===== config.mk =====
export PLATFORM = sky130hd
export DESIGN_NAME = tdiv_iter
export DESIGN_NICKNAME = d
export VERILOG_FILES = /design/src/rtl/fp_pkg.sv /design/src/rtl/fp_unpack.sv /design/src/rtl/tdiv_iter.sv
export SDC_FILE = /design/constraint.sdc
export NUM_CORES = 1
export LEC_CHECK = 0
export ABC_CLOCK_PERIOD_IN_PS = 11500
export CAP_MARGIN = 20
export CORE_ASPECT_RATIO = 1.5
export CORE_MARGIN = 2
export CORE_UTILIZATION = 60
export DETAILED_ROUTE_END_ITERATION = 7
export PLACE_DENSITY = 0.91
export SLEW_MARGIN = 20
export SYNTH_ARGS = -nofsm -noshare
export SYNTH_HDL_FRONTEND = slang
export SYNTH_SLANG_ARGS = --single-unit
export TNS_END_PERCENT = 10

===== constraint.sdc =====
create_clock -name aclk -period 11.5 [get_ports aclk]
set_input_delay 2.3 -clock aclk [delete_from_list [all_inputs] [get_ports aclk]]
set_output_delay 2.3 -clock aclk [all_outputs]
set_load 0.1 [all_outputs]

===== src/rtl/fp_pkg.sv =====
// Shared float-datapath definitions: operand classes, flag bit positions,
// divider FSM state encodings and format-dependent constants.
package fp_pkg;

  typedef enum logic [2:0] {
    CLS_ZERO = 3'd0,
    CLS_SUB  = 3'd1,
    CLS_NORM = 3'd2,
    CLS_INF  = 3'd3,
    CLS_NAN  = 3'd4
  } fp_class_e;

  localparam int FLG_INVALID   = 4;
  localparam int FLG_DIVZERO   = 3;
  localparam int FLG_OVERFLOW  = 2;
  localparam int FLG_UNDERFLOW = 1;
  localparam int FLG_INEXACT   = 0;

  localparam logic [2:0] ST_IDLE = 3'd0;
  localparam logic [2:0] ST_NORM = 3'd1;
  localparam logic [2:0] ST_DIV  = 3'd2;
  localparam logic [2:0] ST_RND  = 3'd3;
  localparam logic [2:0] ST_OUT  = 3'd4;

  function automatic int fp_bias(input int exp_w);
    return (32'sd1 <<< (exp_w - 32'sd1)) - 32'sd1;
  endfunction

  // Canonical quiet NaN: positive, all-ones exponent, fraction MSB set.
  function automatic logic [63:0] fp_qnan(input int exp_w, input int fra_w);
    logic [63:0] ones_v;
    ones_v = (64'd1 << exp_w) - 64'd1;
    return (ones_v << fra_w) | (64'd1 << (fra_w - 32'sd1));
  endfunction

endpackage


===== src/rtl/fp_unpack.sv =====
// Operand classifier: splits a packed float into class, sign, unbiased
// exponent and a significand with the leading one at bit FRA.
module fp_unpack
  import fp_pkg::*;
#(
  parameter int EXP = 5,
  parameter int FRA = 10,
  parameter int EW  = 11
) (
  input  logic [EXP+FRA:0]     x_i,
  output fp_class_e            cls_o,
  output logic                 sign_o,
  output logic signed [EW-1:0] exp_o,
  output logic [FRA:0]         sig_o
);

  localparam int LZW = $clog2(FRA + 1);
  localparam logic signed [EW-1:0] BIAS_S = EW'(fp_bias(EXP));

  logic [EXP-1:0] ef_s;
  logic [FRA-1:0] fr_s;
  logic [LZW-1:0] lz_s;

  assign ef_s   = x_i[EXP+FRA-1:FRA];
  assign fr_s   = x_i[FRA-1:0];
  assign sign_o = x_i[EXP+FRA];

  // Leading-zero count of the stored fraction (highest set bit wins)
  always_comb begin
    lz_s = LZW'(FRA);
    for (int i = 0; i < FRA; i++) begin
      lz_s = fr_s[i] ? LZW'(FRA - 1 - i) : lz_s;
    end
  end

  // Classify and left-normalise subnormals so every finite value reads 1.f * 2^e
  always_comb begin
    cls_o = CLS_NORM;
    exp_o = $signed({{(EW-EXP){1'b0}}, ef_s}) - BIAS_S;
    sig_o = {1'b1, fr_s};
    if (ef_s == {EXP{1'b1}}) begin
      cls_o = (fr_s == {FRA{1'b0}}) ? CLS_INF : CLS_NAN;
    end else if (ef_s == {EXP{1'b0}}) begin
      if (fr_s == {FRA{1'b0}}) begin
        cls_o = CLS_ZERO;
        exp_o = {EW{1'b0}};
        sig_o = {(FRA+1){1'b0}};
      end else begin
        cls_o = CLS_SUB;
        sig_o = {1'b0, fr_s} << (lz_s + LZW'(1));
        exp_o = -BIAS_S - $signed({{(EW-LZW){1'b0}}, lz_s});
      end
    end else begin
      cls_o = CLS_NORM;
    end
  end

endmodule


===== src/rtl/tdiv_iter.sv =====
// Iterative radix-2 restoring floating-point divider behind AXI-stream
// handshakes: one quotient bit per cycle, fixed latency, IEEE-style flags.
module tdiv_iter
  import fp_pkg::*;
#(
  parameter int EXP      = 5,
  parameter int FRA      = 10,
  parameter int RND_MODE = 0
) (
  input  logic               aclk,
  input  logic               areset,
  input  logic [EXP+FRA:0]   s_axis_a_tdata,
  input  logic               s_axis_a_tvalid,
  output logic               s_axis_a_tready,
  input  logic [EXP+FRA:0]   s_axis_b_tdata,
  input  logic               s_axis_b_tvalid,
  output logic               s_axis_b_tready,
  output logic [EXP+FRA:0]   m_axis_tdata,
  output logic [4:0]         m_axis_tuser,
  output logic               m_axis_tvalid,
  input  logic               m_axis_tready
);

  localparam int W  = EXP + FRA + 1;
  localparam int EW = EXP + $clog2(FRA + 1) + 2;
  localparam int MW = FRA + 3;
  localparam int CW = $clog2(FRA + 3);
  localparam logic [W-1:0]         QNAN   = W'(fp_qnan(EXP, FRA));
  localparam logic signed [EW-1:0] BIAS_S = EW'(fp_bias(EXP));
  localparam logic [EW-1:0]        EMAX   = EW'((32'sd1 <<< EXP) - 32'sd1);

  logic [2:0]           state_q, state_d;
  logic [CW-1:0]        cnt_q, cnt_d;
  logic [W-1:0]         a_q, a_d, b_q, b_d;
  logic                 sign_q, sign_d;
  logic signed [EW-1:0] exp_q, exp_d;
  logic [FRA+1:0]       rem_q, rem_d;
  logic [FRA:0]         bsig_q, bsig_d;
  logic [MW-1:0]        quo_q, quo_d;
  logic                 spec_q, spec_d;
  logic [W-1:0]         spec_data_q, spec_data_d;
  logic [4:0]           spec_flags_q, spec_flags_d;
  logic [W-1:0]         tdata_q, tdata_d;
  logic [4:0]           tuser_q, tuser_d;
  logic                 tvalid_q, tvalid_d;

  fp_class_e            cls_a_s, cls_b_s;
  logic                 sign_a_s, sign_b_s, sign_x_s;
  logic signed [EW-1:0] ea_s, eb_s;
  logic [FRA:0]         sa_s, sb_s;
  logic                 accept_s, ge_s;
  logic [FRA+1:0]       diff_s;

  fp_unpack #(.EXP(EXP), .FRA(FRA), .EW(EW)) u_unpack_a (
    .x_i(a_q), .cls_o(cls_a_s), .sign_o(sign_a_s), .exp_o(ea_s), .sig_o(sa_s)
  );
  fp_unpack #(.EXP(EXP), .FRA(FRA), .EW(EW)) u_unpack_b (
    .x_i(b_q), .cls_o(cls_b_s), .sign_o(sign_b_s), .exp_o(eb_s), .sig_o(sb_s)
  );

  assign s_axis_a_tready = (state_q == ST_IDLE) && !areset;
  assign s_axis_b_tready = (state_q == ST_IDLE) && !areset;
  assign accept_s = s_axis_a_tready && s_axis_a_tvalid && s_axis_b_tvalid;
  assign sign_x_s = sign_a_s ^ sign_b_s;
  assign ge_s     = (rem_q >= {1'b0, bsig_q});
  assign diff_s   = rem_q - {1'b0, bsig_q};
  assign m_axis_tdata  = tdata_q;
  assign m_axis_tuser  = tuser_q;
  assign m_axis_tvalid = tvalid_q;

  logic [MW-1:0]        nm_s, msh_s, lost_mask_s;
  logic signed [EW-1:0] ne_s, be_s;
  logic [EW-1:0]        sh_s, ef_s;
  logic                 tiny_s, g_s, r_s, st_s, inexact_s, inc_s, ovf_s;
  logic [EW+FRA-1:0]    sum_s;
  logic [W-1:0]         rdata_s;
  logic [4:0]           rflags_s;

  // Post-divide normalise, denormalise when tiny, round and detect overflow
  always_comb begin
    if (quo_q[MW-1]) begin
      nm_s = quo_q;
      ne_s = exp_q;
    end else begin
      nm_s = {quo_q[MW-2:0], 1'b0};
      ne_s = exp_q - {{(EW-1){1'b0}}, 1'b1};
    end
    be_s   = ne_s + BIAS_S;
    tiny_s = be_s[EW-1] || (be_s == {EW{1'b0}});
    sh_s   = {{(EW-1){1'b0}}, 1'b1} - be_s;
    if (tiny_s) begin
      lost_mask_s = ~({MW{1'b1}} << sh_s);
      msh_s       = nm_s >> sh_s;
      ef_s        = {EW{1'b0}};
    end else begin
      lost_mask_s = {MW{1'b0}};
      msh_s       = nm_s;
      ef_s        = be_s;
    end
    g_s       = msh_s[1];
    r_s       = msh_s[0];
    st_s      = (|rem_q) | (|(nm_s & lost_mask_s));
    inexact_s = g_s | r_s | st_s;
    inc_s     = (RND_MODE == 0) ? (g_s & (r_s | st_s | msh_s[2])) : 1'b0;
    // Exponent and fraction added as one word so a carry renormalises for free
    sum_s     = {ef_s, msh_s[FRA+1:2]} + {{(EW+FRA-1){1'b0}}, inc_s};
    ovf_s     = (sum_s[EW+FRA-1:FRA] >= EMAX);
    rflags_s  = 5'b00000;
    if (ovf_s) begin
      rdata_s = (RND_MODE == 0) ? {sign_q, {EXP{1'b1}}, {FRA{1'b0}}}
                                : {sign_q, {(EXP-1){1'b1}}, 1'b0, {FRA{1'b1}}};
      rflags_s[FLG_OVERFLOW] = 1'b1;
      rflags_s[FLG_INEXACT]  = 1'b1;
    end else begin
      rdata_s = {sign_q, sum_s[EXP+FRA-1:0]};
      rflags_s[FLG_UNDERFLOW] = tiny_s & inexact_s;
      rflags_s[FLG_INEXACT]   = inexact_s;
    end
  end

  // Control FSM and iterative datapath next-state
  always_comb begin
    state_d      = state_q;
    cnt_d        = cnt_q;
    a_d          = a_q;
    b_d          = b_q;
    sign_d       = sign_q;
    exp_d        = exp_q;
    rem_d        = rem_q;
    bsig_d       = bsig_q;
    quo_d        = quo_q;
    spec_d       = spec_q;
    spec_data_d  = spec_data_q;
    spec_flags_d = spec_flags_q;
    tdata_d      = tdata_q;
    tuser_d      = tuser_q;
    tvalid_d     = tvalid_q;
    case (state_q)
      ST_IDLE: begin
        if (accept_s) begin
          a_d     = s_axis_a_tdata;
          b_d     = s_axis_b_tdata;
          state_d = ST_NORM;
        end else begin
          state_d = ST_IDLE;
        end
      end
      ST_NORM: begin
        sign_d       = sign_x_s;
        exp_d        = ea_s - eb_s;
        rem_d        = {1'b0, sa_s};
        bsig_d       = sb_s;
        quo_d        = {MW{1'b0}};
        cnt_d        = {CW{1'b0}};
        spec_d       = 1'b1;
        spec_flags_d = 5'b00000;
        spec_data_d  = QNAN;
        if (cls_a_s == CLS_NAN || cls_b_s == CLS_NAN) begin
          spec_data_d = QNAN;
        end else if ((cls_a_s == CLS_ZERO && cls_b_s == CLS_ZERO) ||
                     (cls_a_s == CLS_INF && cls_b_s == CLS_INF)) begin
          spec_flags_d[FLG_INVALID] = 1'b1;
        end else if (cls_b_s == CLS_ZERO) begin
          spec_data_d = {sign_x_s, {EXP{1'b1}}, {FRA{1'b0}}};
          spec_flags_d[FLG_DIVZERO] = 1'b1;
        end else if (cls_a_s == CLS_INF) begin
          spec_data_d = {sign_x_s, {EXP{1'b1}}, {FRA{1'b0}}};
        end else if (cls_b_s == CLS_INF || cls_a_s == CLS_ZERO) begin
          spec_data_d = {sign_x_s, {(W-1){1'b0}}};
        end else begin
          spec_d = 1'b0;
        end
        state_d = ST_DIV;
      end
      ST_DIV: begin
        // Specials still run the full count so latency never varies
        if (ge_s) begin
          quo_d = {quo_q[MW-2:0], 1'b1};
          rem_d = {diff_s[FRA:0], 1'b0};
        end else begin
          quo_d = {quo_q[MW-2:0], 1'b0};
          rem_d = {rem_q[FRA:0], 1'b0};
        end
        cnt_d = cnt_q + CW'(1);
        if (cnt_q == CW'(FRA + 2)) begin
          state_d = ST_RND;
        end else begin
          state_d = ST_DIV;
        end
      end
      ST_RND: begin
        if (spec_q) begin
          tdata_d = spec_data_q;
          tuser_d = spec_flags_q;
        end else begin
          tdata_d = rdata_s;
          tuser_d = rflags_s;
        end
        tvalid_d = 1'b1;
        state_d  = ST_OUT;
      end
      ST_OUT: begin
        if (m_axis_tready) begin
          tvalid_d = 1'b0;
          state_d  = ST_IDLE;
        end else begin
          state_d  = ST_OUT;
        end
      end
      default: begin
        state_d  = ST_IDLE;
        tvalid_d = 1'b0;
      end
    endcase
  end

  // State registers with synchronous clear
  always_ff @(posedge aclk) begin
    if (areset) begin
      state_q      <= ST_IDLE;
      cnt_q        <= {CW{1'b0}};
      a_q          <= {W{1'b0}};
      b_q          <= {W{1'b0}};
      sign_q       <= 1'b0;
      exp_q        <= {EW{1'b0}};
      rem_q        <= {(FRA+2){1'b0}};
      bsig_q       <= {(FRA+1){1'b0}};
      quo_q        <= {MW{1'b0}};
      spec_q       <= 1'b0;
      spec_data_q  <= {W{1'b0}};
      spec_flags_q <= 5'b00000;
      tdata_q      <= {W{1'b0}};
      tuser_q      <= 5'b00000;
      tvalid_q     <= 1'b0;
    end else begin
      state_q      <= state_d;
      cnt_q        <= cnt_d;
      a_q          <= a_d;
      b_q          <= b_d;
      sign_q       <= sign_d;
      exp_q        <= exp_d;
      rem_q        <= rem_d;
      bsig_q       <= bsig_d;
      quo_q        <= quo_d;
      spec_q       <= spec_d;
      spec_data_q  <= spec_data_d;
      spec_flags_q <= spec_flags_d;
      tdata_q      <= tdata_d;
      tuser_q      <= tuser_d;
      tvalid_q     <= tvalid_d;
    end
  end

endmodule


Word level (Yosys, flattened, before mapping)
Cells that the tools add are included.
Word-level totals
  input bits: 37
  logic and storage cells: 157
  output and inout bits: 24
  flip-flop bits (word level): 128
Cells by class
  add/sub/neg operators: 13
  eq/ne operators: 12
  shifts and indexed selects: 4
  $lt $le $gt $ge: 2
  reductions and logical operators: 24
  bitwise operators: 11
  multiplexer cells: 76
Operators with widths (count)
  2-to-1 mux 11 bit: 14
  2-to-1 mux 16 bit: 6
  2-to-1 mux 4 bit: 18
  2-to-1 mux 13 bit: 2
  case mux 13 bit (2 select lines): 1
  2-to-1 mux 12 bit: 2
  case mux 12 bit (2 select lines): 1
  left shift 10 x 4 -> 11 bit: 2
  subtractor 11 bit: 2
  adder 21 x 1 -> 21 bit: 1
  logical NOT 10 bit: 2
  2-to-1 mux 1 bit: 17
  2-to-1 mux 15 bit: 1
  2-to-1 mux 3 bit: 5
  case mux 3 bit (5 select lines): 1
  bitwise AND 13 bit: 1
  inverter 13 bit: 1
  OR reduction 13 bit: 1
  left shift 13 x 11 -> 13 bit (first input constant): 1
  right shift 13 x 11 -> 12 bit: 1
  adder 4 x 1 -> 4 bit (second input constant): 3
  equality test 3 x 2 -> 1 bit (second input constant): 4
  >= comparator 12 x 11 -> 1 bit: 1
  OR reduction 12 bit: 1
  28 further kinds: 53

Logic depth before layout (Yosys ltp)
Gate-level depths: netlist (run 1).
  depth in word-level cells: 17
  mapped depth: 26
  mapped depth without buffers: 21

Modules after synthesis
A second synthesis (run 1) with hierarchy kept.
Second synthesis, totals
  cell total of the unflattened synthesis: 1355
  area, all modules: 10123.5 µm²
By module, submodules not included
  tdiv_iter: cells an instance 1047, seq. area each 2302.2 µm², area each 7983.9 µm², instances 1
  fp_unpack: cells an instance 154, seq. area each 0.0 µm², area each 1069.8 µm², instances 2

Worst setup path before layout (run 1)
OpenSTA, ideal clock, no wires.
  path kind: input to output
  start point: input port areset
  end point: output port s_axis_b_tready
  required time: 9.200 ns
  setup slack: 4.131 ns
  path buffers: 1
  data arrival time: 5.069 ns
  stages: 2
  cell sequence: nor3_1 -> buf_4
On the way
  cells in the longest elaborated chain, start to end: 2
Ends and longest elaborated chain
  start, declared: RTL line tdiv_iter.sv:11  | input logic areset,
  logical NOT 1 bit: RTL line tdiv_iter.sv:62  | assign s_axis_b_tready = (state_q == ST_IDLE) && !areset;
  logical AND 1 bit: RTL line tdiv_iter.sv:62
  end, declared: RTL line tdiv_iter.sv:17  | output logic s_axis_b_tready,
Every way passes these cells.

Final worst setup path (run 1)
  start point: register exp_q[0]
  end point: register tdata_q[13], in the netlist m_axis_tdata[13]
On the way
  cells in the longest elaborated chain, start to end: 17
  elaborated cells between the ends (all ways): 22
  those cells by class: add/sub: 4; order compare: 1; shift: 2; mux: 6; bitwise: 6; reduce/logical: 3
Ends and longest elaborated chain
  start, declared: RTL line tdiv_iter.sv:36  | logic signed [EW-1:0] exp_q, exp_d;
  start signal, assigned: RTL line tdiv_iter.sv:225  | exp_q <= {EW{1'b0}};
  start signal, assigned: RTL line tdiv_iter.sv:241  | exp_q <= exp_d;
  subtractor 11 x 1 -> 11 bit: RTL line tdiv_iter.sv:86  | ne_s = exp_q - {{(EW-1){1'b0}}, 1'b1};
  2-to-1 mux 11 bit *: RTL line tdiv_iter.sv:81  | if (quo_q[MW-1]) begin
  adder 11 x 5 -> 11 bit *: RTL line tdiv_iter.sv:88  | be_s = ne_s + BIAS_S;
  subtractor 1 x 11 -> 11 bit: RTL line tdiv_iter.sv:90  | sh_s = {{(EW-1){1'b0}}, 1'b1} - be_s;
  left shift 13 x 11 -> 13 bit: RTL line tdiv_iter.sv:92  | lost_mask_s = ~({MW{1'b1}} << sh_s);
  inverter 13 bit: RTL line tdiv_iter.sv:92
  2-to-1 mux 13 bit: RTL line tdiv_iter.sv:91  | if (tiny_s) begin
  bitwise AND 13 bit: RTL line tdiv_iter.sv:102  | st_s = (|rem_q) | (|(nm_s & lost_mask_s));
  OR reduction 13 bit: RTL line tdiv_iter.sv:102
  OR 1 bit: RTL line tdiv_iter.sv:102
  OR 1 bit (2 in series): RTL line tdiv_iter.sv:104  | inc_s = (RND_MODE == 0) ? (g_s & (r_s | st_s | msh_s[2])) : 1'b0;
  bitwise AND 1 bit: RTL line tdiv_iter.sv:104
  adder 21 x 1 -> 21 bit *: RTL line tdiv_iter.sv:106  | sum_s = {ef_s, msh_s[FRA+1:2]} + {{(EW+FRA-1){1'b0}}, inc_s};
  >= comparator 11 x 5 -> 1 bit: RTL line tdiv_iter.sv:107  | ovf_s = (sum_s[EW+FRA-1:FRA] >= EMAX);
  2-to-1 mux 15 bit *: RTL line tdiv_iter.sv:109  | if (ovf_s) begin
  2-to-1 mux 16 bit *: RTL line tdiv_iter.sv:192  | if (spec_q) begin
  end signal, assigned: RTL line tdiv_iter.sv:232  | tdata_q <= {W{1'b0}};
  end signal, assigned: RTL line tdiv_iter.sv:248  | tdata_q <= tdata_d;
  end, declared: RTL line tdiv_iter.sv:43  | logic [W-1:0] tdata_q, tdata_d;
Every way passes the cells marked *; elsewhere a longest branch is shown, timed or not.
A chain may end at the register's enable or synchronous reset.

==> impl_metrics.csv, run 1 <==
group,metric,value,unit
logic_synthesis,synth_area,0.00929,mm2
logic_synthesis,ys_ff_latch,115,
sta,min_period,8.32,ns
sta,finalCritPeriodShare,72.3,%
global_route,grt_antenna_before_repair,0,
logic_synthesis,synth_top_area_cell,"dfxtp_1",
floorplan,io_pins,61,
clock_tree,cts_setup_buffers,0,
global_route,track_usage,33.6,%
power,ir_drop,0.000130,V
logic_synthesis,synth_nets,1307,
drt,drcViolationCount,0,
logic_synthesis,avgSynthCellArea,7.54,um2
critical_path,r2r_cells,20,
floorplan,std_cell_rows,55,
final_layout,diodes,0,
power,comb_power_share,40.6,%
sta,final-hold-violation-count,0,
logic_synthesis,synth_area_leaders,"dfxtp_1 25%, a21oi_1 6.0%, nand2_1 5.8%",
logic_synthesis,ys_types,96,
floorplan,die_height,156,um
sta,rsz0062_at_grt,"false",
placed_design,dp_hpwl,20000,um
clock_tree,cts.sinks,115,
drt,final_antenna_net_count,0,
drt,wirelength,27300,um
global_route,grt_pass1_wl,45000,um
power,power.density,155,mW/mm2
placed_design,io_buffers,60,
power,total_leakage_power,3.81,nW
sta,setup_viol,0,
final_layout,drive_gt1_share,8.01,%
logic_synthesis,synth_top_area_share,24.8,%
critical_path,cp_common_cell,"ha_1",
sta,relSlewSlack,28.3,%
sta,fmax,120,MHz
clock_tree,numCtsBuffers,17,
critical_path,crit_path_cell_trace,"inv_1 -> ha_1 -> mux2_2 -> ha_1 -> inv_1 -> ha_1 -> inv_1 -> or4_1 -> a211oi_1 -> and4_1 -> o32a_1 -> a31oi_1 -> nor4_4 -> ha_1 -> nand3_1 -> nor4_1 -> xnor2_1 -> nor3b_2 -> a211oi_4 -> a41oi_1",
clock_tree,clockRootBuffer,"clkbuf_16",
power,p_sw,0.636,mW
power,switching_share,39.3,%
clock_tree,clock_latency,0.41,ns
drt,wire_per_inst,18.9,um
logic_synthesis,synth_edf_count,0,
logic_synthesis,synth_async_sr_flop_share,0,%
final_layout,fill_cells,1255,
critical_path,arrival,8.57,ns
floorplan,die_area,0.0165,mm2
logic_synthesis,ys.flop_type,"dfxtp_1",
drt,via_per_inst,6.62,
critical_path,cp_max_fo,25,
logic_synthesis,yosys_warnings,0,
sta,finalClockSkew,0.0106,ns
sta,setup_tns,0,ns
logic_synthesis,synth_common_cells,"144 x nand2_1, 136 x nor2_1, 115 x dfxtp_1",
floorplan,initial_core_util,61.4,%
placed_design,dp_cells,1416,
final_layout,postLayoutCoreUtil,69.1,%
clock_tree,path_clk_slew,0.06,ns
critical_path,cp-start-kind,"register",
drt,dr.first_iter.drc_count,668,
power,seqPwrFrac,26.4,%
critical_path,worst_path_dominant_cell_family,"simple AND/OR/NAND/NOR gates",
floorplan,core_area,0.0151,mm2
drt,via_count,9573,
critical_path,worst_ep_required_time,11.75,ns
floorplan,die_width,106,um
logic_synthesis,yosysSeqAreaShare,24.8,%
final_layout,area_growth,12.6,%
sta,drv_slew,0,
power,p_clk_share,33.1,%
logic_synthesis,synth_most_common_cell,"nand2_1",
global_route,grt_max_degree,63,
drt,firstDrtPassIters,6,
placed_design,gp_congestion,0.962,
min_path,min_path_cells,2,
clock_tree,hold_buffers,0,
critical_path,critPathMaxStageDelay,0.81,ns
min_path,hold_path_class,"reg -> reg",
clock_tree,h-tree-depth,4,
sta,worstMarginPinSlew,1.08,ns
power,p_int,0.985,mW
clock_tree,cts_tree,"yes",
critical_path,crit_cells,20,
logic_synthesis,netlist_instances,1232,
global_route,grt_overflow,0,
job,maxCapViolCount,0,
critical_path,slowest_stage,"dfxtp_1",
critical_path,critical_path_class,"reg -> reg",
clock_tree,cts_resized,0,
outcome,run_status,"finished, final reports clean",
critical_path,endpoint_kind,"register",
final_layout,fin_nets,1311,
clock_tree,max-clock-path-buffers,2,
critical_path,worst-path-buf-inv,3,
final_layout,final_cells,1447,
global_route,grt_pass1_vias,9242,
## flip-flops by register name (all words and copies together) (netlist names), 4 cells and up
| name | count |
|---|---|
| bsig_q | 11 |
| m_axis_tuser | 5 |
| m_axis_tdata | 16 |
| a_q | 16 |
| cnt_q | 4 |
| rem_q | 12 |
| b_q | 16 |
| exp_q | 11 |
| quo_q | 13 |
## kinds of logic (layout without fill, tap and decap cells)
family | after synthesis | after routing | synth area share [%]
fa+ha+maj | 38 | 38 | 5.28
compound gates | 356 | 356 | 26.9
buf+inv | 133 | 149 | 5.95
simple gates | 479 | 479 | 25.1
xor+xnor | 62 | 62 | 6.47
flops | 115 | 115 | 24.8
mux | 49 | 49 | 5.52
## metrics by stage
step	cell area [um2]	worst slack [ns]	total power [mW]	hold slack (ns)
floorplan	9290	4.13	0.936	0.438
global placement	9860	3.58	1.06	0.439
detailed placement	9860	3.35	1.07	0.449
CTS	10500	3.29	1.61	0.457
global route	10500	2.53	1.70	0.487
finish	10500	3.18	1.62	0.457
## cells in the final DEF, fill, tap and decap left out, types with 9 or more instances in the layout
cell type / count
dfxtp_1: 115
a22oi_1: 21
buf_4: 12
nand2b_1: 14
nand2_1: 144
and3_1: 11
nor2b_1: 14
clkbuf_16: 17
xnor2_1: 37
inv_1: 46
o22ai_1: 9
mux2i_1: 40
nor3_1: 40
nand3_1: 34
ha_1: 36
nand4_1: 16
o21ai_0: 44
a211oi_1: 31
nor4_1: 13
a21o_1: 14
nor2_1: 135
a32o_1: 9
clkdlybuf4s50_1: 59
a221oi_1: 12
o211ai_1: 10
xor2_1: 19
a21oi_1: 111
## tightest hold or removal path, delay by kind of cell (launching register included)
kind	cells	cell delay (ns)
AO/OA/AOI/OAI	1	0.05
AND/OR/NAND/NOR	1	0.05
flip-flops	1	0.31
## power groups by stage
| stage | combinational, mW | clock (mW) | sequential, mW |
|---|---|---|---|
| 6_report | 0.658 | 0.536 | 0.427 |
| 5_1_grt | 0.714 | 0.557 | 0.429 |
| 4_1_cts | 0.646 | 0.539 | 0.426 |
| 3_5_place_dp | 0.640 | 0 | 0.435 |
| 3_3_place_gp | 0.627 | 0 | 0.434 |
| 2_1_floorplan | 0.509 | 0 | 0.427 |
## final cells by class
cell class              count  area [um2]  share of cell area (%)
inverters                  47         176                    1.69
repair buffers             71         681                    6.50
multi-input cells         984        6460                    61.7
clock inverters            13         160                    1.53
clock buffers              18         439                    4.20
flip-flops and latches    115        2300                    22.0
well taps                 199         249                    2.38
## per-layer routing
layer,GRT usage [%],share of wire (%),wire [um]
met5,0,0,0
met1,35.6,36,9890
met2,61.2,52,14100
met4,22.5,6.9,1890
met3,4.66,5.3,1450
## path summary, 6_finish.rpt
path | from | slack [ns] | to
worst min register to register | m_axis_tuser[4]$_SDFFE_PP0P_ | 0.46 | m_axis_tuser[4]$_SDFFE_PP0P_
worst min-delay path | m_axis_tuser[4]$_SDFFE_PP0P_ | 0.46 | m_axis_tuser[4]$_SDFFE_PP0P_
worst max register to register | exp_q[0]$_SDFFE_PP0P_ | 3.18 | m_axis_tdata[13]$_SDFFE_PP0P_
worst max-delay path | exp_q[0]$_SDFFE_PP0P_ | 3.18 | m_axis_tdata[13]$_SDFFE_PP0P_
Note: power is estimated with default switching activity, not from simulation.
==> inputs of run 2 (changes only) <==
Settings changed: ABC_CLOCK_PERIOD_IN_PS 11500 to 6900, CORE_UTILIZATION 60 to 55, PLACE_DENSITY 0.91 to 0.88.
Clock period 11.5 ns to 6.9 ns, I/O delays scaled along.
==> impl_metrics.csv, run 2 (same netlist as run 1, synthesis figures left out) <==
group,metric,value,unit
outcome,run_status,"finished, final reports clean",
final_layout,fin_nets,1320,
placed_design,gp_congestion,1.03,
sta,finalClockSkew,0.00894,ns
global_route,grt_pass1_wl,42800,um
power,switching_share,38.4,%
floorplan,std_cell_rows,58,
power,p_sw,1.05,mW
drt,via_count,9450,
global_route,grt_antenna_before_repair,0,
sta,setup_tns,0,ns
sta,setup_viol,0,
drt,firstDrtPassIters,5,
sta,min_period,6.52,ns
clock_tree,cts.sinks,115,
final_layout,multi_input_area,0.00645,mm2
power,total_leakage_power,3.87,nW
floorplan,core_area,0.0167,mm2
sta,relSlewSlack,32.7,%
critical_path,crit_path_cell_trace,"inv_1 -> ha_1 -> mux2_2 -> ha_1 -> xnor2_1 -> inv_1 -> ha_1 -> inv_1 -> or4_1 -> a211oi_1 -> and4_1 -> o32a_1 -> buf_4 -> a211oi_1 -> nor4_4 -> ha_1 -> nand3_1 -> or2_1 -> or4_1 -> nand4_1 -> a211oi_4 -> buf_12 -> a221oi_1",
final_layout,final_common_cell,"nand2_1",
final_layout,layout_common_cells,"144 x nand2_1, 135 x nor2_1, 115 x dfxtp_1, 111 x a21oi_1, 59 x clkdlybuf4s50_1",
sta,worstMarginPinSlew,1.01,ns
global_route,track_usage,29.9,%
power,power.density,258,mW/mm2
final_layout,regArea,0.00230,mm2
clock_tree,max-clock-path-buffers,2,
floorplan,die_width,110,um
critical_path,cp_max_fo,17,
sta,finalCritPeriodShare,94.5,%
min_path,hold_path_class,"reg -> reg",
clock_tree,hold_buffers,0,
power,ir_drop,0.000344,V
drt,wire_per_inst,17.9,um
drt,final_antenna_net_count,0,
critical_path,arrival,6.84,ns
power,comb_power_share,41.5,%
global_route,grt_overflow,0,
critical_path,worst_ep_required_time,7.23,ns
floorplan,io_pins,61,
sta,setup_ws,0.381,ns
critical_path,critical_path_class,"reg -> reg",
critical_path,critPathMaxStageDelay,0.53,ns
drt,via_per_inst,6.44,
final_layout,area_growth,13.6,%
job,maxCapViolCount,0,
placed_design,io_buffers,60,
drt,wirelength,26300,um
drt,dr.first_iter.drc_count,609,
clock_tree,clock_latency,0.42,ns
floorplan,initial_core_util,55.7,%
critical_path,r2r_cells,23,
clock_tree,h-tree-depth,4,
floorplan,die_height,163,um
sta,rsz0062_at_grt,"false",
power,p_clk_share,32.4,%
final_layout,diodes,0,
clock_tree,path_clk_slew,0.06,ns
placed_design,dp_hpwl,19400,um
power,seqPwrFrac,26.1,%
sta,drv_slew,0,
power,p_int,1.68,mW
global_route,grt_pass1_vias,8931,
clock_tree,cts_tree,"yes",
clock_tree,clockRootBuffer,"clkbuf_16",
final_layout,drive_gt1_share,8.51,%
global_route,grt_max_degree,73,
critical_path,endpoint_kind,"register",
final_layout,fill_cells,1456,
critical_path,cp_common_cell,"ha_1",
critical_path,cp-start-kind,"register",
min_path,min_path_cells,2,
floorplan,die_area,0.0180,mm2
critical_path,slowest_stage,"or4_1",
clock_tree,numCtsBuffers,17,
placed_design,dp_slack,0.131,ns
sta,fmax,153,MHz
drt,drcViolationCount,0,
sta,final-hold-violation-count,0,
==> run 2: cell types whose count changed in the layout (fill, tap and decap cells not counted), sizes merged <==
cell and change:
clkinvlp -4, clkbuf +3, buf +9, clkinv +1
==> run 2: final cells by class <==
cell class	count	area share [%]
clock buffers	21	4.36
clock inverters	10	1.25
inverters	47	1.67
multi-input cells	984	61.2
flip-flops and latches	115	21.8
well taps	210	2.49
repair buffers	80	7.21
==> run 2: worst paths after layout <==
kind	startpoint	end	slack (ns)
max	exp_q[1]$_SDFFE_PP0P_	m_axis_tdata[10]$_SDFFE_PP0P_	0.38
min	m_axis_tuser[2]$_SDFFE_PP0P_	m_axis_tuser[2]$_SDFFE_PP0P_	0.45
max reg2reg	exp_q[1]$_SDFFE_PP0P_	m_axis_tdata[10]$_SDFFE_PP0P_	0.38
min reg2reg	m_axis_tuser[2]$_SDFFE_PP0P_	m_axis_tuser[2]$_SDFFE_PP0P_	0.45
==> run 2: power by group through the flow <==
stage	combinational, mW	clock, mW	sequential, mW
floorplan	0.848	0	0.712
global placement	1.05	0	0.723
detailed placement	1.07	0	0.724
CTS	1.07	0.892	0.710
global route	1.22	0.921	0.714
finish	1.13	0.882	0.711
==> run 2: metrics by stage <==
step	util [%]	hold WS, ns	cells	instance area (um2)	power [mW]
3_5_place_dp	59.4	0.448	1432	9910	1.79
5_1_grt	63.2	0.468	1467	10500	2.85
2_1_floorplan	-	0.438	1232	9290	1.56
4_1_cts	62.9	0.455	1463	10500	2.68
3_3_place_gp	59.3	0.437	1432	9910	1.77
6_report	63.2	0.450	1467	10500	2.72
==> run 2: timing repair <==
action                     in CTS  in global routing
buffers inserted                0                  4
setup endpoints to repair       0                 17
resized for setup               0                  1
==> run 2: per-layer routing <==
metal	up-vias	global-route usage [%]	part of all wire, %
li1	4532	-	-
met1	4420	31.7	38
met2	371	53.1	51
met3	127	5.23	4.4
met4	0	19.2	6.4
met5	-	0	0
==> run 2: critical path: cells and delay by family, from the launching register on <==
family          cells  cell delay [ns]
simple gates        7             2.45
fa+ha+maj           4             1.11
compound gates      5             1.10
buf+inv             5             0.72
flops               1             0.50
mux                 1             0.31
xor+xnor            1             0.23
